===== src/rtl/periph_bus_arbiter.sv =====
// periph_bus_arbiter: two-master arbiter in front of the memory-mapped peripheral slave.
// Serialises accesses with round-robin fairness. Each transaction takes IDLE -> ACCESS -> RESP,
// so the slave strobe follows the sampled request by one cycle and the ack by two.
//
// Optional feature macro: ARB_LOCK_EN
//   defined   - a transaction completed with lock=1 makes its master the lock owner; while locked
//               only the owner is eligible. The owner releases by completing a lock=0 transaction.
//   undefined - m0_lock/m1_lock are ignored, no lock state exists, pure round-robin.
//
// Ports:
//   clk, reset            system clock, synchronous active-high reset
//   mX_req/rd/wr/lock     master X command, held stable until mX_ack
//   mX_addr/wdata         master X byte address and write data
//   mX_ack                one-cycle completion pulse (RESP)
//   mX_rdata              read data while mX_ack is high, otherwise 0
//   s_rd/s_wr             slave strobes (ACCESS only, write wins over read)
//   s_addr/s_wdata        slave address/write data (ACCESS only, otherwise 0)
//   s_rdata               combinational slave read data
//   busy                  high whenever the arbiter is not idle
module periph_bus_arbiter #(
   parameter int unsigned ADDR_W = 32,
   parameter int unsigned DATA_W = 32
) (
   input  logic              clk,
   input  logic              reset,
   input  logic              m0_req,
   input  logic              m0_rd,
   input  logic              m0_wr,
   input  logic              m0_lock,
   input  logic [ADDR_W-1:0] m0_addr,
   input  logic [DATA_W-1:0] m0_wdata,
   output logic              m0_ack,
   output logic [DATA_W-1:0] m0_rdata,
   input  logic              m1_req,
   input  logic              m1_rd,
   input  logic              m1_wr,
   input  logic              m1_lock,
   input  logic [ADDR_W-1:0] m1_addr,
   input  logic [DATA_W-1:0] m1_wdata,
   output logic              m1_ack,
   output logic [DATA_W-1:0] m1_rdata,
   output logic              s_rd,
   output logic              s_wr,
   output logic [ADDR_W-1:0] s_addr,
   output logic [DATA_W-1:0] s_wdata,
   input  logic [DATA_W-1:0] s_rdata,
   output logic              busy
);

   typedef enum logic [1:0] {
      ST_IDLE   = 2'd0,
      ST_ACCESS = 2'd1,
      ST_RESP   = 2'd2
   } state_t;

   state_t              r_state, w_state_nxt;
   logic                r_last_gnt, w_last_gnt_nxt;
   logic                r_cmd_id, w_cmd_id_nxt;
   logic                r_cmd_rd, w_cmd_rd_nxt;
   logic                r_cmd_wr, w_cmd_wr_nxt;
   logic                r_s_rd, w_s_rd_nxt;
   logic                r_s_wr, w_s_wr_nxt;
   logic [ADDR_W-1:0]   r_s_addr, w_s_addr_nxt;
   logic [DATA_W-1:0]   r_s_wdata, w_s_wdata_nxt;
   logic                r_m0_ack, w_m0_ack_nxt;
   logic                r_m1_ack, w_m1_ack_nxt;
   logic [DATA_W-1:0]   r_m0_rdata, w_m0_rdata_nxt;
   logic [DATA_W-1:0]   r_m1_rdata, w_m1_rdata_nxt;
   logic                r_busy, w_busy_nxt;
   logic                w_elig0, w_elig1, w_win, w_rd_eff;

`ifdef ARB_LOCK_EN
   logic                r_cmd_lock, w_cmd_lock_nxt;
   logic                r_lock_vld, w_lock_vld_nxt;
   logic                r_lock_own, w_lock_own_nxt;

   // While a lock is held only its owner may win.
   assign w_elig0 = m0_req & (~r_lock_vld | ~r_lock_own);
   assign w_elig1 = m1_req & (~r_lock_vld |  r_lock_own);
`else
   logic                w_unused_lock;

   assign w_unused_lock = m0_lock ^ m1_lock;
   assign w_elig0       = m0_req;
   assign w_elig1       = m1_req;
`endif

   // On a tie the master not served last wins.
   assign w_win    = (w_elig0 & w_elig1) ? ~r_last_gnt : w_elig1;
   assign w_rd_eff = r_cmd_rd & ~r_cmd_wr;

   // Next-state and next-output logic; outputs default to 0 outside their phase.
   always_comb begin
      w_state_nxt    = r_state;
      w_last_gnt_nxt = r_last_gnt;
      w_cmd_id_nxt   = r_cmd_id;
      w_cmd_rd_nxt   = r_cmd_rd;
      w_cmd_wr_nxt   = r_cmd_wr;
      w_s_rd_nxt     = 1'b0;
      w_s_wr_nxt     = 1'b0;
      w_s_addr_nxt   = '0;
      w_s_wdata_nxt  = '0;
      w_m0_ack_nxt   = 1'b0;
      w_m1_ack_nxt   = 1'b0;
      w_m0_rdata_nxt = '0;
      w_m1_rdata_nxt = '0;
      w_busy_nxt     = 1'b0;
`ifdef ARB_LOCK_EN
      w_cmd_lock_nxt = r_cmd_lock;
      w_lock_vld_nxt = r_lock_vld;
      w_lock_own_nxt = r_lock_own;
`endif
      case (r_state)
         ST_IDLE: begin
            if (w_elig0 | w_elig1) begin
               w_state_nxt    = ST_ACCESS;
               w_last_gnt_nxt = w_win;
               w_cmd_id_nxt   = w_win;
               w_cmd_rd_nxt   = w_win ? m1_rd : m0_rd;
               w_cmd_wr_nxt   = w_win ? m1_wr : m0_wr;
               // Strobes and address are registered here so they appear during ACCESS.
               w_s_rd_nxt     = w_cmd_rd_nxt & ~w_cmd_wr_nxt;
               w_s_wr_nxt     = w_cmd_wr_nxt;
               w_s_addr_nxt   = w_win ? m1_addr : m0_addr;
               w_s_wdata_nxt  = w_win ? m1_wdata : m0_wdata;
               w_busy_nxt     = 1'b1;
`ifdef ARB_LOCK_EN
               w_cmd_lock_nxt = w_win ? m1_lock : m0_lock;
`endif
            end
         end
         ST_ACCESS: begin
            w_state_nxt  = ST_RESP;
            w_busy_nxt   = 1'b1;
            w_m0_ack_nxt = ~r_cmd_id;
            w_m1_ack_nxt = r_cmd_id;
            // Read register: slave data only for an effective read, routed to the owner.
            if (w_rd_eff) begin
               if (r_cmd_id) begin
                  w_m1_rdata_nxt = s_rdata;
               end else begin
                  w_m0_rdata_nxt = s_rdata;
               end
            end
         end
         ST_RESP: begin
            w_state_nxt = ST_IDLE;
`ifdef ARB_LOCK_EN
            // Only the owner can complete while locked, so the lock simply follows this command.
            w_lock_vld_nxt = r_cmd_lock;
            w_lock_own_nxt = r_cmd_id;
`endif
         end
         default: begin
            w_state_nxt = ST_IDLE;
         end
      endcase
   end

   // State, command and output registers.
   always_ff @(posedge clk) begin
      if (reset) begin
         r_state    <= ST_IDLE;
         r_last_gnt <= 1'b1;
         r_cmd_id   <= 1'b0;
         r_cmd_rd   <= 1'b0;
         r_cmd_wr   <= 1'b0;
         r_s_rd     <= 1'b0;
         r_s_wr     <= 1'b0;
         r_s_addr   <= '0;
         r_s_wdata  <= '0;
         r_m0_ack   <= 1'b0;
         r_m1_ack   <= 1'b0;
         r_m0_rdata <= '0;
         r_m1_rdata <= '0;
         r_busy     <= 1'b0;
`ifdef ARB_LOCK_EN
         r_cmd_lock <= 1'b0;
         r_lock_vld <= 1'b0;
         r_lock_own <= 1'b0;
`endif
      end else begin
         r_state    <= w_state_nxt;
         r_last_gnt <= w_last_gnt_nxt;
         r_cmd_id   <= w_cmd_id_nxt;
         r_cmd_rd   <= w_cmd_rd_nxt;
         r_cmd_wr   <= w_cmd_wr_nxt;
         r_s_rd     <= w_s_rd_nxt;
         r_s_wr     <= w_s_wr_nxt;
         r_s_addr   <= w_s_addr_nxt;
         r_s_wdata  <= w_s_wdata_nxt;
         r_m0_ack   <= w_m0_ack_nxt;
         r_m1_ack   <= w_m1_ack_nxt;
         r_m0_rdata <= w_m0_rdata_nxt;
         r_m1_rdata <= w_m1_rdata_nxt;
         r_busy     <= w_busy_nxt;
`ifdef ARB_LOCK_EN
         r_cmd_lock <= w_cmd_lock_nxt;
         r_lock_vld <= w_lock_vld_nxt;
         r_lock_own <= w_lock_own_nxt;
`endif
      end
   end

   assign s_rd     = r_s_rd;
   assign s_wr     = r_s_wr;
   assign s_addr   = r_s_addr;
   assign s_wdata  = r_s_wdata;
   assign m0_ack   = r_m0_ack;
   assign m1_ack   = r_m1_ack;
   assign m0_rdata = r_m0_rdata;
   assign m1_rdata = r_m1_rdata;
   assign busy     = r_busy;

endmodule


===== config.mk =====
export PLATFORM = sky130hd
export DESIGN_NAME = periph_bus_arbiter
export DESIGN_NICKNAME = d
export VERILOG_FILES = /design/src/rtl/periph_bus_arbiter.sv
export SDC_FILE = /design/constraint.sdc
export NUM_CORES = 1
export LEC_CHECK = 0
export CORE_AREA = 2 2 117 119
export DETAILED_ROUTE_END_ITERATION = 7
export DIE_AREA = 0 0 119 121
export PLACE_DENSITY_LB_ADDON = 0.08
export SLEW_MARGIN = 20
export SYNTH_ARGS = -nofsm -noshare
export SYNTH_HDL_FRONTEND = slang
export SYNTH_SLANG_ARGS = --single-unit
export TNS_END_PERCENT = 100

===== constraint.sdc =====
create_clock -name clk -period 2.7 [get_ports clk]
set_input_delay 0.405 -clock clk [delete_from_list [all_inputs] [get_ports clk]]
set_output_delay 0.405 -clock clk [all_outputs]
set_load 0.005 [all_outputs]

==> results of run 1 <==
==> cells by family (layout without fill, tap and decap cells) <==
logic type / after synthesis / after routing / share of synthesized area, %
compound gates: 74 / 74 / 8.987
flops: 139 / 139 / 63.85
buf+inv: 29 / 340 / 2.842
simple gates: 212 / 212 / 24.09
mux: 1 / 1 / 0.2297
==> cell usage after synthesis, drive strengths merged <==
| cell type | instances |
|---|---|
| dfxtp | 139 |
| nand2 | 132 |
| a21oi | 68 |
| and2 | 65 |
| clkbuf | 16 |
| buf | 11 |
| nor2 | 5 |
| nand3b | 3 |
| inv | 2 |
| nor3 | 2 |
| a211oi | 1 |
| a21bo | 1 |
| a21boi | 1 |
| a221o | 1 |
| a311oi | 1 |
| and4b | 1 |
| mux2i | 1 |
| nor2b | 1 |
| nor4b | 1 |
| o31ai | 1 |
| or2 | 1 |
| or3b | 1 |
==> worst max-delay path, stage by stage <==
cell and delay, ns:
clkdlybuf4s50_1 0.52, or3b_4 0.46, inv_2 0.07, and4b_4 0.46, and2_1 0.19
==> cell type report <==
cell class	instances	area (µm²)	share of cell area, %
Inverter	2	7.507	0.09184
Sequential cell	139	2783	34.04
Timing Repair Buffer	307	3055	37.38
Tap cell	176	220.2	2.694
Clock inverter	13	216.5	2.648
Clock buffer	18	429.2	5.250
Multi-Input combinational cell	287	1463	17.89
==> where the power goes <==
group / switching (mW) / internal [mW]
clock network: 0.878 / 1.64
logic: 0.220 / 0.397
registers: 0.0279 / 2.13
total: 1.13 / 4.17
==> layout by cell type, fill, tap and decap left out <==
| cell type | n |
|---|---|
| clkdlybuf4s50_1 | 300 |
| and2_2 | 28 |
| a21boi_4 | 1 |
| inv_6 | 3 |
| nor2b_1 | 1 |
| dfxtp_1 | 139 |
| nand3b_1 | 3 |
| buf_4 | 7 |
| or3b_4 | 1 |
| a21bo_2 | 1 |
| nand2_1 | 132 |
| clkinv_4 | 2 |
| or2_2 | 1 |
| clkbuf_16 | 17 |
| mux2i_1 | 1 |
| nor3_1 | 2 |
| inv_1 | 1 |
| clkbuf_1 | 1 |
| a221o_1 | 1 |
| and2_1 | 37 |
| a311oi_1 | 1 |
| bufinv_16 | 5 |
| clkinvlp_4 | 3 |
| nor4b_4 | 1 |
| a211oi_1 | 1 |
| o31ai_1 | 1 |
| inv_2 | 1 |
| nor2_1 | 5 |
| a21oi_1 | 68 |
| and4b_4 | 1 |
==> state kept, by name, summed over array words and instances, names as in the netlist <==
name        cells
m0_rdata       32
m1_rdata       32
s_addr         32
s_wdata        32
r_state         2
busy            1
m0_ack          1
m1_ack          1
r_cmd_id        1
r_cmd_rd        1
r_cmd_wr        1
r_last_gnt      1
s_rd            1
s_wr            1
==> stage by stage <==
stage               cells  total power [mW]  hold WS, ns  setup WS [ns]
CTS                   942             5.367       0.5156         0.9234
global placement      911             2.812       0.5005         0.5165
floorplan             455             2.381       0.4620          1.247
finish                942             5.299       0.5142         0.9350
detailed placement    911             2.825       0.5082         0.4932
global route          942             5.515       0.5280         0.8266
==> how the worst min path moves through the flow <==
stage                       startpoint                    end  depth (start not counted)
2_1_floorplan    r_cmd_id$_SDFFE_PP0P_      m0_ack$_SDFF_PP0_                          1
3_3_place_gp     r_cmd_id$_SDFFE_PP0P_      m0_ack$_SDFF_PP0_                          1
3_5_place_dp   r_state[1]$_SDFFE_PP0P_        busy$_SDFF_PP0_                          1
4_1_cts                    m1_addr[29]  s_addr[29]$_SDFF_PP0_                          3
5_1_grt                    m1_wdata[3]  s_wdata[3]$_SDFF_PP0_                          3
6_report       r_state[1]$_SDFFE_PP0P_        busy$_SDFF_PP0_                          1
==> metal layers <==
layer / global-route usage, % / part of all wire (%) / vias to the layer above
met4: 7.664 / 2.0 / 0
met3: 8.553 / 9.5 / 18
met2: 33.08 / 53 / 177
met5: 0 / 0 / -
li1: - / - / 2050
met1: 18.16 / 36 / 1823
==> qor.csv, run 1 <==
stage;metric;value;unit
finish;fillers;1137;
floorplanning;core;13090;µm²
clock_network;cts_root_buf;clkbuf_16;
finish;final_util;62.47;%
timing;finalSetupTns;0;ns
routing;wirelength;13380;µm
finish;area_growth;87.57;%
yosys;yosysWarnings;0;
critical_path;r2r_start;r_state[0]$_SDFFE_PP0P_;
floorplanning;die_area;14400;µm²
grt;grt_pass1_wl;20090;µm
finish;final_area;8174;µm²
floorplanning;io_pins;303;
clock_network;h-tree-depth;4;
routing;wl_per_cell;14.20;µm
grt;gr-usage-all-layers;18.37;%
placed_design;dp.final_hpwl;9995;µm
grt;grt_pass1_vias;4027;
floorplanning;start_util;33.30;%
yosys;yosysSeqAreaShare;63.85;%
critical_path;start_kind;input port;
timing;slew_violations;0;
finish;fin_nets;924;
critical_path;cp.arrival;2.11;ns
timing;relSlewSlack;67.71;%
finish;antenna_cells;0;
critical_path;worstPathMaxFanout;32;
pwr;p_leak;3.258;nW
critical_path;r2r_setup_slack;1.11;ns
clock_network;cts_resized;0;
timing;worstMarginPinSlew;0.4844;ns
critical_path;r2r-end;m1_rdata[2]$_SDFF_PP0_;
grt;antenna_found_initial;0;
routing;via_count;4068;
clock_network;clockBufferDepth;2;
critical_path;ff2ff_path_depth;4;
critical_path;crit_required;3.05;ns
grt;grt_max_degree;48;
timing;timing.final.crit_period;1.765;ns
yosys;yosys-top-cells-area;dfxtp_1 (64%), nand2_1 (11%), a21oi_1 (7.8%);
timing;grt_setup_unrepaired;false;
worst_hold_path;hold_class;flop to flop;
timing;post-route-period-util;65.37;%
grt;gr-total-overflow;0;
clock_network;cts_buffers;17;
yosys;synth_cells;455;
yosys;synth_nets;625;
critical_path;endpoint;m1_rdata[2]$_SDFF_PP0_;
clock_network;clock_latency;0.41;ns
placed_design;placed_area;7528;µm²
routing;drt-initial-drc-count;177;
floorplanning;die_width;119;µm
yosys;syn_area;4358;µm²
floorplanning;die_height;121;µm
placed_design;finalWeightedCongestion;0.7761;
timing;skew;0.006863;ns
yosys;synth.top_cell.area_share;63.85;%
flow_run;maxCapViolCount;0;
routing;antenna_left;0;
floorplanning;num_rows;42;
outcome;status;finished clean;
pwr;power.density;648.3;nW/µm²
critical_path;endpoint_kind;flop;
pwr;ir_worst_vdd;315.8;µV
critical_path;cp-startpoint;reset;
timing;finalHoldViolations;0;
clock_network;cts_tree;done;
timing;fmax;566.6;MHz
yosys;synth_top_cell_by_area;dfxtp_1;
clock_network;clk_pin_slew;0.06;ns
finish;drive_gt1_share;9.399;%
placed_design;port-buffer-count;300;
clock_network;ctsHoldBuffers;0;
yosys;syn_avg_cell_area;9.578;µm²
yosys;synth_seq_cells;139;
timing;setup_viol;0;
yosys;synth.distinct_cells;26;
routing;drc_errors;0;
clock_network;cts_sinks;139;
critical_path;worst-setup-path-type;input port to flop;
clock_network;postCtsSetupBuffers;0;
routing;drt_pre_antenna_iters;4;
routing;via_per_inst;4.318;
Power figures use the tool's default switching activity.
==> run 2, diff against run 1 <==
CORE_AREA = unset   (was 2 2 117 119)
CORE_UTILIZATION = 31   (was unset)
DIE_AREA = unset   (was 0 0 119 121)
clock period = 1.62 ns   (was 2.7 ns; I/O delays follow)
==> run 2 against run 1 <==
Net effect: die area grew 0.95%; non-clock buffer count up 11; count of clock-buffer cells in the layout increased by 4; sequential power grew 67%; power grew 61%; sequential share of layout area shrank 0.35 points; critical path type is now flop to output pin; largest power group unchanged; highest routed layer unchanged.
==> qor.csv, run 2 (synthesis gave the netlist of run 1 again) <==
stage;metric;value;unit
outcome;status;finished clean;
routing;wirelength;13570;µm
placed_design;port-buffer-count;300;
pwr;power.density;1032;nW/µm²
critical_path;worstPathMaxFanout;1;
routing;via_count;4206;
critical_path;cp.depth;1;
grt;antenna_found_initial;0;
critical_path;cp.arrival;1.25;ns
routing;drt_pre_antenna_iters;4;
critical_path;slowest_delay;0.53;ns
timing;worstMarginPinSlew;0.3064;ns
finish;layout_commonest_cell;clkdlybuf4s50_1;
routing;via_per_inst;4.409;
clock_network;ctsHoldBuffers;0;
timing;setup_viol;0;
finish;fin_nets;935;
pwr;power.net_switching;1.853;mW
finish;antenna_cells;0;
clock_network;clockBufferDepth;2;
floorplanning;core;13450;µm²
finish;stdcell_count;954;
timing;skew;0.006096;ns
timing;holdWs;0.3759;ns
grt;grt_pass1_vias;4295;
floorplanning;io_pins;303;
timing;finalHoldViolations;0;
finish;final_cell_mix;clkdlybuf4s50_1 (300), dfxtp_1 (139), nand2_1 (132), a21oi_1 (68), and2_1 (37);
clock_network;h-tree-depth;4;
routing;drt-initial-drc-count;202;
placed_design;placed_cells;922;
placed_design;dp.final_hpwl;10220;µm
clock_network;postCtsSetupBuffers;0;
clock_network;cts_tree;done;
pwr;clock_power_share;45.2;%
clock_network;cts_buffers;17;
timing;post-route-period-util;91.92;%
finish;drive_gt1_share;10.80;%
timing;finalSetupTns;0;ns
timing;setup_slack;0.1309;ns
critical_path;path_buf_inv;1;
pwr;p_total;8.527;mW
clock_network;cts_resized;0;
floorplanning;num_rows;42;
timing;slew_violations;0;
critical_path;cp_cell_sequence;clkdlybuf4s50_1;
critical_path;worst-setup-path-type;flop to output pin;
clock_network;cts_root_buf;clkbuf_16;
pwr;p_sw_share;21.73;%
grt;gr-total-overflow;0;
critical_path;crit_required;1.38;ns
placed_design;finalWeightedCongestion;0.7909;
critical_path;endpoint_kind;output pin;
pwr;p_leak;3.307;nW
clock_network;clk_pin_slew;0.06;ns
pwr;power.share.sequential;42.2;%
timing;fmax;671.6;MHz
flow_run;maxCapViolCount;0;
critical_path;crit_family;buffers and inverters;
placed_design;placed_area;7661;µm²
floorplanning;die_height;120.6;µm
routing;drc_errors;0;
routing;antenna_left;0;
finish;final_area;8259;µm²
routing;wl_per_cell;14.23;µm
grt;gr-usage-all-layers;18.86;%
grt;grt_pass1_wl;20940;µm
clock_network;clock_latency;0.41;ns
finish;final_util;61.39;%
worst_hold_path;hold_class;input port to flop;
placed_design;preCtsSetupSlack;-0.1888;ns
finish;area_growth;89.52;%
pwr;p_int;6.675;mW
critical_path;ff2ff_path_depth;4;
timing;grt_setup_unrepaired;false;
pwr;combPwrFrac;12.6;%
critical_path;start_kind;flop;
floorplanning;start_util;32.39;%
timing;timing.final.crit_period;1.489;ns
floorplanning;die_area;14540;µm²
clock_network;cts_sinks;139;
timing;relSlewSlack;79.57;%
grt;grt_max_degree;36;
worst_hold_path;hold_depth;3;
critical_path;cp_slowest_cell;clkdlybuf4s50_1;
pwr;ir_worst_vdd;556.7;µV
floorplanning;die_width;120.6;µm
run 2: cell count changes in the layout (fill, tap and decap cells not counted), sizes merged:
cell / delta
clkbuf: +4
clkinvlp: +1
inv: -2
buf: +11
clkinv: +1
bufinv: -3
run 2: layout make-up:
type / count / area (µm²)
clock buffers: 22 / 484.2
multi-input cells: 287 / 1463
fillers: 1122 / 5194
well taps: 176 / 220.2
flip-flops and latches: 139 / 2783
clock inverters: 10 / 113.9
repair buffers: 318 / 3188
inverters: 2 / 7.507
run 2: path summary, 6_finish.rpt:
kind                           startpoint                endpoint  slack (ns)
setup reg to reg  r_state[1]$_SDFFE_PP0P_  m0_rdata[0]$_SDFF_PP0_        0.15
hold / removal                m1_wdata[1]   s_wdata[1]$_SDFF_PP0_        0.38
hold reg to reg   r_state[1]$_SDFFE_PP0P_         busy$_SDFF_PP0_        0.51
setup / recovery    s_wdata[8]$_SDFF_PP0_              s_wdata[8]        0.13
run 2: layer usage:
metal	up-vias	track usage, %	share of wire [%]
met5	-	0	0
met4	0	9.799	3.3
met3	30	8.160	9.4
met2	202	33.01	51
met1	1907	18.90	36
li1	2067	-	-
run 2: power by group through the flow:
| stage | sequential [mW] | clock, mW | combinational [mW] |
|---|---|---|---|
| floorplan | 3.69 | 0 | 0.281 |
| global placement | 3.67 | 0 | 1.06 |
| detailed placement | 3.68 | 0 | 1.08 |
| CTS | 3.60 | 3.93 | 1.09 |
| global route | 3.61 | 4.09 | 1.16 |
| finish | 3.60 | 3.85 | 1.07 |
==> run 3, diff against run 2 <==
CORE_MARGIN = 4   (was unset)
MAX_ROUTING_LAYER = met4   (was unset)
==> run 3 against run 2 <==
Net effect: design area is 0.30% higher; combinational power about the same; non-clock buffer count is 2 lower; wire length is 3.8% higher; utilization fell by 1.5 points; register-to-register slack about the same; clock skew up 0.0025 ns; critical path depth stayed put; cell count up 0.10%; global-route usage shrank 1.1 points; count of clock-buffer cells in the layout is 1 higher; largest cell class unchanged; largest power group unchanged.
==> qor.csv, run 3 (synthesis gave the netlist of run 1 again) <==
stage;metric;value;unit
routing;drc_errors;0;
grt;antenna_found_initial;1;
timing;grt_setup_unrepaired;false;
pwr;ir_worst_vdd;636.3;µV
placed_design;dp.final_hpwl;10790;µm
placed_design;port-buffer-count;300;
clock_network;cts_tree;done;
outcome;status;finished clean;
grt;gr-total-overflow;0;
timing;setup_viol;0;
floorplanning;die_height;126.6;µm
timing;post-route-period-util;92.32;%
timing;slew_violations;0;
finish;fillers;1162;
clock_network;cts_resized;0;
clock_network;ctsHoldBuffers;0;
routing;drt_pre_antenna_iters;4;
critical_path;crit_required;1.38;ns
critical_path;start_kind;flop;
timing;skew;0.008570;ns
clock_network;clk_pin_slew;0.06;ns
routing;via_count;4116;
timing;holdWs;0.3825;ns
critical_path;crit_family;buffers and inverters;
critical_path;path_buf_inv;1;
flow_run;maxCapViolCount;0;
critical_path;worst-setup-path-type;flop to output pin;
routing;wl_per_cell;14.75;µm
critical_path;cp.arrival;1.25;ns
clock_network;cts_buffers;17;
critical_path;worstPathMaxFanout;1;
floorplanning;core;13830;µm²
clock_network;clockBufferDepth;2;
timing;fmax;668.6;MHz
clock_network;postCtsSetupBuffers;0;
timing;finalHoldViolations;0;
worst_hold_path;hold_class;input port to flop;
routing;antenna_left;0;
finish;drive_gt1_share;10.08;%
critical_path;cp_cell_sequence;clkdlybuf4s50_1;
grt;grt_pass1_vias;4497;
clock_network;clock_latency;0.41;ns
timing;finalSetupTns;0;ns
finish;fin_nets;933;
placed_design;finalWeightedCongestion;0.8260;
pwr;power.density;1031;nW/µm²
finish;area_growth;90.09;%
critical_path;cp_slowest_cell;clkdlybuf4s50_1;
timing;relSlewSlack;81.12;%
grt;grt_pass1_wl;21570;µm
routing;via_per_inst;4.310;
routing;drt-initial-drc-count;113;
clock_network;cts_root_buf;clkbuf_16;
floorplanning;start_util;31.52;%
floorplanning;die_area;16020;µm²
critical_path;endpoint_kind;output pin;
critical_path;slowest_delay;0.53;ns
timing;worstMarginPinSlew;0.2823;ns
pwr;p_leak;3.313;nW
floorplanning;num_rows;43;
floorplanning;die_width;126.6;µm
floorplanning;io_pins;303;
finish;layout_commonest_cell;clkdlybuf4s50_1;
clock_network;cts_sinks;139;
clock_network;h-tree-depth;4;
timing;timing.final.crit_period;1.496;ns
routing;wirelength;14090;µm
grt;gr-usage-all-layers;17.78;%
grt;grt_max_degree;36;
finish;final_cell_mix;clkdlybuf4s50_1 (300), dfxtp_1 (139), nand2_1 (132), a21oi_1 (68), and2_1 (37);
-- run 3: area by class of cell --
| class | count | area (µm²) | share of cell area, % |
|---|---|---|---|
| diodes | 1 | 2.502 | 0.03021 |
| clock buffers | 23 | 478.0 | 5.770 |
| clock inverters | 7 | 115.1 | 1.390 |
| inverters | 2 | 7.507 | 0.09062 |
| multi-input cells | 287 | 1463 | 17.66 |
| flip-flops and latches | 139 | 2783 | 33.59 |
| well taps | 180 | 225.2 | 2.719 |
| repair buffers | 316 | 3211 | 38.76 |
-- run 3: where the power goes --
group / switching [mW] / internal, mW / leakage [nW] / total, mW
Combinational: 0.379 / 0.705 / 1.90 / 1.08
Sequential: 0.0456 / 3.56 / 1.13 / 3.60
Clock: 1.34 / 2.52 / 0.285 / 3.86
-- run 3: final timing paths --
kind / depth (start not counted) / startpoint / to / slack [ns]
worst max register to register: 4 / r_state[1]$_SDFFE_PP0P_ / m0_rdata[19]$_SDFF_PP0_ / 0.14
worst max-delay path: 1 / s_addr[9]$_SDFF_PP0_ / s_addr[9] / 0.12
worst min register to register: 1 / r_cmd_id$_SDFFE_PP0P_ / m0_ack$_SDFF_PP0_ / 0.51
worst min-delay path: 3 / m1_addr[31] / s_addr[31]$_SDFF_PP0_ / 0.38
-- run 3: metal layers --
metal / vias up / global-route usage, % / routed length (µm)
met5: - / - / 0
met4: 0 / 8.328 / 459
met3: 32 / 7.284 / 1308
met2: 193 / 29.73 / 6981
met1: 1831 / 18.18 / 5337
li1: 2060 / - / -
-- run 3: worst reg2reg max path: stages (launching register included) --
cell	delay [ns]
dfxtp_1	0.34
or3b_4	0.44
nor4b_4	0.28
buf_12	0.21
and2_2	0.16
-- run 3: metrics by stage --
step	util, %	total power [mW]	cells	setup WS, ns	area (µm²)
6_report	59.91	8.544	955	0.1244	8284
5_1_grt	59.91	8.893	955	0.04462	8284
4_1_cts	59.89	8.666	954	0.07962	8282
3_5_place_dp	55.61	4.765	924	-0.1737	7689
3_3_place_gp	55.61	4.749	924	-0.1561	7689
2_1_floorplan	-	3.969	455	0.1922	4358
